--- config.mk ---
export PLATFORM = sky130hd
export DESIGN_NAME = giu_ecc_err_reporter
export DESIGN_NICKNAME = d
export VERILOG_FILES = /design/src/rtl/giu_ecc_err_reporter.sv
export SDC_FILE = /design/constraint.sdc
export NUM_CORES = 1
export LEC_CHECK = 0
export ABC_AREA = 1
export CAP_MARGIN = 20
export CORE_ASPECT_RATIO = 1.2
export CORE_MARGIN = 4
export CORE_UTILIZATION = 48
export CTS_CLUSTER_DIAMETER = 40
export DETAILED_ROUTE_END_ITERATION = 12
export PLACE_DENSITY = 0.78
export SLEW_MARGIN = 20
export SYNTH_ARGS = -nofsm -noshare
export SYNTH_HDL_FRONTEND = slang
export SYNTH_SLANG_ARGS = --single-unit
--- constraint.sdc ---
create_clock -name clk -period 3.7 [get_ports clk]
set_clock_uncertainty 0.05 [all_clocks]
set_input_delay 1.11 -clock clk [delete_from_list [all_inputs] [get_ports clk]]
set_output_delay 1.11 -clock clk [all_outputs]
set_load 0.05 [all_outputs]
--- src/rtl/giu_ecc_err_reporter.sv ---
// giu_ecc_err_reporter
// Collects single-bit (correctable) and double-bit (uncorrectable) ECC error
// pulses from two memories and turns them into saturating statistics,
// a correctable-error threshold monitor, sticky interrupts and sticky faults.
//
// Ports:
//   clk, reset                  clock and synchronous active-high reset
//   mem{0,1}_sbe / mem{0,1}_dbe per-memory single/double-bit error pulses
//   irq_c_en, irq_uc_en         interrupt enables
//   irq_c_clr, irq_uc_clr       interrupt clear pulses
//   cnt_clr                     clears the four per-memory counters
//   cerr_clr                    clears the correctable counter and threshold flag
//   cerr_threshold              correctable threshold, 0 disables the monitor
//   single_bit_count{0,1}       per-memory corrected error counts
//   double_bit_count{0,1}       per-memory uncorrectable error counts
//   cerr_counter                total correctable events from both memories
//   cerr_over_thres_fault       high while the threshold monitor is tripped
//   IRQ_C, IRQ_UC               sticky interrupts
//   fault_mission_fault         sticky, set by any double-bit error
//   fault_latent_fault          sticky, set when the threshold monitor trips
module giu_ecc_err_reporter #(
  parameter int CNT_W   = 32,
  parameter int CERR_W  = 16,
  parameter int THRES_W = 10
) (
  input  logic               clk,
  input  logic               reset,
  input  logic               mem0_sbe,
  input  logic               mem0_dbe,
  input  logic               mem1_sbe,
  input  logic               mem1_dbe,
  input  logic               irq_c_en,
  input  logic               irq_uc_en,
  input  logic               irq_c_clr,
  input  logic               irq_uc_clr,
  input  logic               cnt_clr,
  input  logic               cerr_clr,
  input  logic [THRES_W-1:0] cerr_threshold,
  output logic [CNT_W-1:0]   single_bit_count0,
  output logic [CNT_W-1:0]   single_bit_count1,
  output logic [CNT_W-1:0]   double_bit_count0,
  output logic [CNT_W-1:0]   double_bit_count1,
  output logic [CERR_W-1:0]  cerr_counter,
  output logic               cerr_over_thres_fault,
  output logic               IRQ_C,
  output logic               IRQ_UC,
  output logic               fault_mission_fault,
  output logic               fault_latent_fault
);

  localparam int CMP_W = (CERR_W > THRES_W) ? CERR_W : THRES_W;

  typedef enum logic [1:0] {
    IDLE  = 2'd0,
    COUNT = 2'd1,
    OVER  = 2'd2
  } cerrState_e;

  cerrState_e state_q, state_d;

  logic [CNT_W-1:0]  sbc0_q, sbc0_d, sbc1_q, sbc1_d;
  logic [CNT_W-1:0]  dbc0_q, dbc0_d, dbc1_q, dbc1_d;
  logic [CERR_W-1:0] cerr_q, cerr_d;
  logic              irqC_q, irqC_d, irqUc_q, irqUc_d;
  logic              mission_q, mission_d, latent_q, latent_d;

  logic              qSbe0, qSbe1, anySbe, anyDbe;
  logic [1:0]        sbeNum;
  logic [CERR_W:0]   cerrSum;
  logic [CERR_W-1:0] cerrSat;
  logic              thresHit;

  // A double-bit error on a memory hides any single-bit report from it in the same cycle.
  assign qSbe0  = mem0_sbe & ~mem0_dbe;
  assign qSbe1  = mem1_sbe & ~mem1_dbe;
  assign anySbe = qSbe0 | qSbe1;
  assign anyDbe = mem0_dbe | mem1_dbe;
  assign sbeNum = {1'b0, qSbe0} + {1'b0, qSbe1};

  function automatic logic [CNT_W-1:0] satInc(input logic [CNT_W-1:0] v, input logic ev);
    if (ev && (v != '1)) return v + CNT_W'(1);
    return v;
  endfunction

  // Per-memory statistics: saturating, and a clear discards same-cycle events.
  always_comb begin
    sbc0_d = cnt_clr ? '0 : satInc(sbc0_q, qSbe0);
    sbc1_d = cnt_clr ? '0 : satInc(sbc1_q, qSbe1);
    dbc0_d = cnt_clr ? '0 : satInc(dbc0_q, mem0_dbe);
    dbc1_d = cnt_clr ? '0 : satInc(dbc1_q, mem1_dbe);
  end

  // Correctable total: one extra bit catches the carry so a +2 step from
  // all-ones-minus-one still lands exactly on all-ones. The threshold compare
  // looks at the value the counter is about to take, so a lowered threshold
  // trips the monitor even when no new event arrives.
  always_comb begin
    cerrSum  = {1'b0, cerr_q} + (CERR_W+1)'(sbeNum);
    cerrSat  = cerrSum[CERR_W] ? '1 : cerrSum[CERR_W-1:0];
    cerr_d   = cerr_clr ? '0 : cerrSat;
    thresHit = (cerr_threshold != '0) && (CMP_W'(cerrSat) >= CMP_W'(cerr_threshold));
  end

  // Threshold monitor next state; OVER is only left through cerr_clr or reset.
  always_comb begin
    state_d = state_q;
    case (state_q)
      IDLE: begin
        if (cerr_clr)      state_d = IDLE;
        else if (thresHit) state_d = OVER;
        else if (anySbe)   state_d = COUNT;
      end
      COUNT: begin
        if (cerr_clr)      state_d = IDLE;
        else if (thresHit) state_d = OVER;
      end
      OVER: begin
        if (cerr_clr)      state_d = IDLE;
      end
      default: state_d = IDLE;
    endcase
  end

  // Sticky flags: an interrupt set beats its own clear so no event is lost.
  always_comb begin
    irqC_d    = (anySbe & irq_c_en) ? 1'b1 : (irq_c_clr ? 1'b0 : irqC_q);
    irqUc_d   = (anyDbe & irq_uc_en) ? 1'b1 : (irq_uc_clr ? 1'b0 : irqUc_q);
    mission_d = mission_q | anyDbe;
    latent_d  = latent_q | ((state_d == OVER) && (state_q != OVER));
  end

  // All state, with reset dominating any activity on the inputs.
  always_ff @(posedge clk) begin
    if (reset) begin
      state_q   <= IDLE;
      sbc0_q    <= '0;
      sbc1_q    <= '0;
      dbc0_q    <= '0;
      dbc1_q    <= '0;
      cerr_q    <= '0;
      irqC_q    <= 1'b0;
      irqUc_q   <= 1'b0;
      mission_q <= 1'b0;
      latent_q  <= 1'b0;
    end else begin
      state_q   <= state_d;
      sbc0_q    <= sbc0_d;
      sbc1_q    <= sbc1_d;
      dbc0_q    <= dbc0_d;
      dbc1_q    <= dbc1_d;
      cerr_q    <= cerr_d;
      irqC_q    <= irqC_d;
      irqUc_q   <= irqUc_d;
      mission_q <= mission_d;
      latent_q  <= latent_d;
    end
  end

  // Outputs come straight from flops; the fault flag is a decode of the state register.
  always_comb begin
    single_bit_count0     = sbc0_q;
    single_bit_count1     = sbc1_q;
    double_bit_count0     = dbc0_q;
    double_bit_count1     = dbc1_q;
    cerr_counter          = cerr_q;
    cerr_over_thres_fault = (state_q == OVER);
    IRQ_C                 = irqC_q;
    IRQ_UC                = irqUc_q;
    fault_mission_fault   = mission_q;
    fault_latent_fault    = latent_q;
  end

endmodule
==> out/qor.yml <==
run_status:
  status: "complete, no violations"
setup_path:
  timing.rr.end: "state_q[1]"
  startpoint: "mem1_sbe"
  endpoint_kind: "register"
  critPathBufInv: 3
  reg2reg_depth: 18
  reg2reg_from: "cerr_counter[0]"
  critPathMostFrequentCell: "nand2_1"
  cpPeakStageDelay_ps: 370
  crit_path_max_fanout: 3
  crit_family: "simple AND/OR/NAND/NOR gates"
  endpoint: "state_q[1]"
  crit_chain: "dlygate4sd2_1 > nand2_1 > inv_2 > fa_2 > ha_4 > nand3_4 > nor2_4 > nand2_2 > nor4_4 > nand4_1 > inv_2 > or2_2 > ha_1 > a21oi_1 > nand2_1 > nor2_1 > nand2_1 > nor2_1 > nand2_2 > nand3_2 > a21oi_2"
  critPathArrivalTime_ps: 3770
  worstSetupPathType: "in2reg"
  cp.required_ps: 3930
  critical_path_cell_count: 21
  r2r_setup_slack_ps: 850
  crit_path_top_delay_cell: "fa_2"
  cp-start-kind: "input pin"
detailed_routing:
  drt_first_pass_iters: 5
  vias_per_cell: 5.24
  antenna_left: 0
  via_count: 9643
  finalWirelength_um: 27200
  drt_iter0_markers: 698
  avgRoutedWirePerCell_um: 14.8
  drc_errors: 0
yosys:
  syn_inst: 1396
  synth-seq-cells: 150
  syn_area_per_cell_um2: 6.45
  post_synth_instance_area_um2: 9000
  yosys_warnings: 0
  syn_nets: 1434
  seq_area_frac_synth_pct: 33.4
  synth_cell_types: 37
grt:
  antenna_found_initial: 0
  grt_max_degree: 37
  grt_pass1_vias: 9105
  grt_use_met2_pct: 42.7
  gr-max-usage-layer: "met2"
  grt.total_usage_pct: 25.8
  grt_use_met1_pct: 34.4
  gr-total-overflow: 0
  grt_util_met3_pct: 5.18
  grt_pass1_wl_um: 44900
sta:
  fin_setup_tns_ps: 0
  hold_viol_final: 0
  fmax_ghz: 0.283
  setup_viol: 0
  holdWs_ps: 412
  min_period_over_period_pct: 95.6
  slew_headroom_pct: 53.5
  drv_slew: 0
  finalCriticalPeriod_ps: 3540
  worst_pin_slew_ps: 692
final_layout:
  final_common_cell: "nand2_1"
  area_delta_synth_final_pct: 29.8
  mostFrequentLayoutCells: "454 x nand2_1, 166 x clkdlybuf4s50_1, 150 x dfxtp_1"
  n_fill_cell: 1705
  regArea_um2: 3000
  multi_input_area_um2: 5330
  num_antenna_cells: 0
  num-nets-final: 1616
  fin_util_pct: 63.8
  final_layout_size_suffix_gt1_share_pct: 6.29
min_path:
  hold_class: "reg2reg"
  min_from: "IRQ_UC"
die:
  die_w_um: 133
  dieArea_um2: 21000
  die_y_um: 158
  core_area_um2: 18300
  initial_utilization_pct: 49.2
  ioPinCount: 171
  num_rows: 54
cts:
  tritoncts: "built"
  clockBufferDepth: 2
  clockRootBuffer: "clkbuf_16"
  clk-insertion-delay-late_ps: 430
  cts.sinks: 150
  numCtsBuffers: 17
  h-tree-depth: 4
  clkTransAtPathRegs_ps: 60
power:
  power.total_uw: 3620
  p_leak_uw: 0.00411
  ir_drop_uv: 308
  p_per_area_nw_per_um2: 309
placement:
  hpwlAfterDp_um: 20800
  port_buffers: 170
  gp_congestion: 0.948
flow_run:
  maxCapViolCount: 0
-- registers in the layout (all words and copies together) (netlist names) --
name	flops
double_bit_count0	32
double_bit_count1	32
single_bit_count0	32
single_bit_count1	32
cerr_counter	16
state_q	2
IRQ_C	1
IRQ_UC	1
fault_latent_fault	1
fault_mission_fault	1
-- worst min-delay path by stage --
stage / to / slack, ps / cells after the start
finish: IRQ_UC / 410 / 2
global placement: IRQ_UC / 400 / 2
CTS: IRQ_UC / 420 / 2
detailed placement: IRQ_UC / 410 / 2
floorplan: state_q[0] / 450 / 2
global route: IRQ_C / 450 / 2
-- layout make-up --
type                       count  area share (%)
timing repair buffer         197            16.4
tap                          252            2.70
clock inverter                11            1.30
inverter                     139            4.47
multi-input combinational   1073            45.6
clock buffer                  20            3.82
sequential                   150            25.7
-- where the power goes --
group / switching (uW) / internal [uW]
Combinational: 132 / 64.2
Clock: 711 / 1080
Sequential: 6.88 / 1620
-- worst reg2reg max path: stages (launching register included) --
cell     delay [ps]
dfxtp_1         360
fa_2            440
ha_4            190
nand3_4          90
nor2_4           50
nand2_2          80
nor4_4           40
nand4_1         110
inv_2            60
or2_2           280
ha_1            300
a21oi_1         130
nand2_1          60
nor2_1           80
nand2_1          50
nor2_1          130
nand2_2          80
nand3_2          90
a21oi_2          60
-- cells by family (layout without fill, tap and decap cells) --
family / count (synthesis) / after routing / share of synthesized area, %
and+or+nand+nor: 798 / 798 / 38.1
AOI/OAI and AO/OA: 174 / 174 / 9.87
buffers and inverters: 173 / 367 / 8.13
DFF: 150 / 150 / 33.4
xor gates and xnor gates: 85 / 85 / 8.27
adders and majority gates: 16 / 16 / 2.31
-- per-stage QoR --
step | cells | area (um2) | setup WS, ps
2_1_floorplan | 1396 | 9020 | 2.84
3_3_place_gp | 1809 | 11000 | -547
6_report | 1842 | 11700 | 163
5_1_grt | 1842 | 11700 | -27.7
4_1_cts | 1841 | 11700 | 18.6
3_5_place_dp | 1809 | 11000 | -603
-- layer usage --
| metal | share of wire [%] | routed length, um | vias to the layer above |
|---|---|---|---|
| met5 | 0 | 0 | - |
| met4 | 2.0 | 535 | 0 |
| met3 | 6.7 | 1820 | 41 |
| met2 | 46 | 12500 | 334 |
| met1 | 45 | 12300 | 4398 |
| li1 | - | - | 4870 |
-- cells in the mapped netlist --
library cell / count / area [um2]
inv_2: 3 / 11.3
nor2_4: 2 / 22.5
xor2_1: 52 / 455
nor2_1: 144 / 541
and3_1: 2 / 12.5
nor4_1: 16 / 100
nor2_2: 3 / 18.8
nor3_2: 5 / 50.1
buf_4: 3 / 22.5
nand3b_1: 8 / 60.1
dfxtp_1: 150 / 3000
clkinv_1: 1 / 3.75
a31oi_1: 1 / 6.26
xnor2_1: 33 / 289
nand3_2: 2 / 20.0
nand4_2: 1 / 12.5
fa_1: 1 / 20.0
a21oi_2: 1 / 8.76
nand2_1: 457 / 1720
a21oi_1: 129 / 646
o21bai_1: 2 / 15.0
nor3_4: 1 / 16.3
clkbuf_1: 17 / 63.8
nand2_4: 1 / 11.3
buf_6: 7 / 78.8
nand4_1: 37 / 231
nor3b_1: 4 / 30.0
nand2_2: 4 / 25.0
ha_1: 15 / 188
nand3_1: 43 / 215
or2_2: 2 / 12.5
nor3_1: 66 / 330
o21ai_0: 40 / 200
inv_1: 135 / 507
buf_8: 1 / 15.0
a211oi_2: 1 / 12.5
buf_2: 6 / 30.0
-- what timing repair did --
item,4_1_cts,5_1_grt
setup endpoints to repair,3,3
hold buffers,0,0
pin swaps,6,7
setup buffers,1,1
gates cloned,0,0
resized for setup,9,10
No activity file was read; power rests on OpenSTA's default activity.
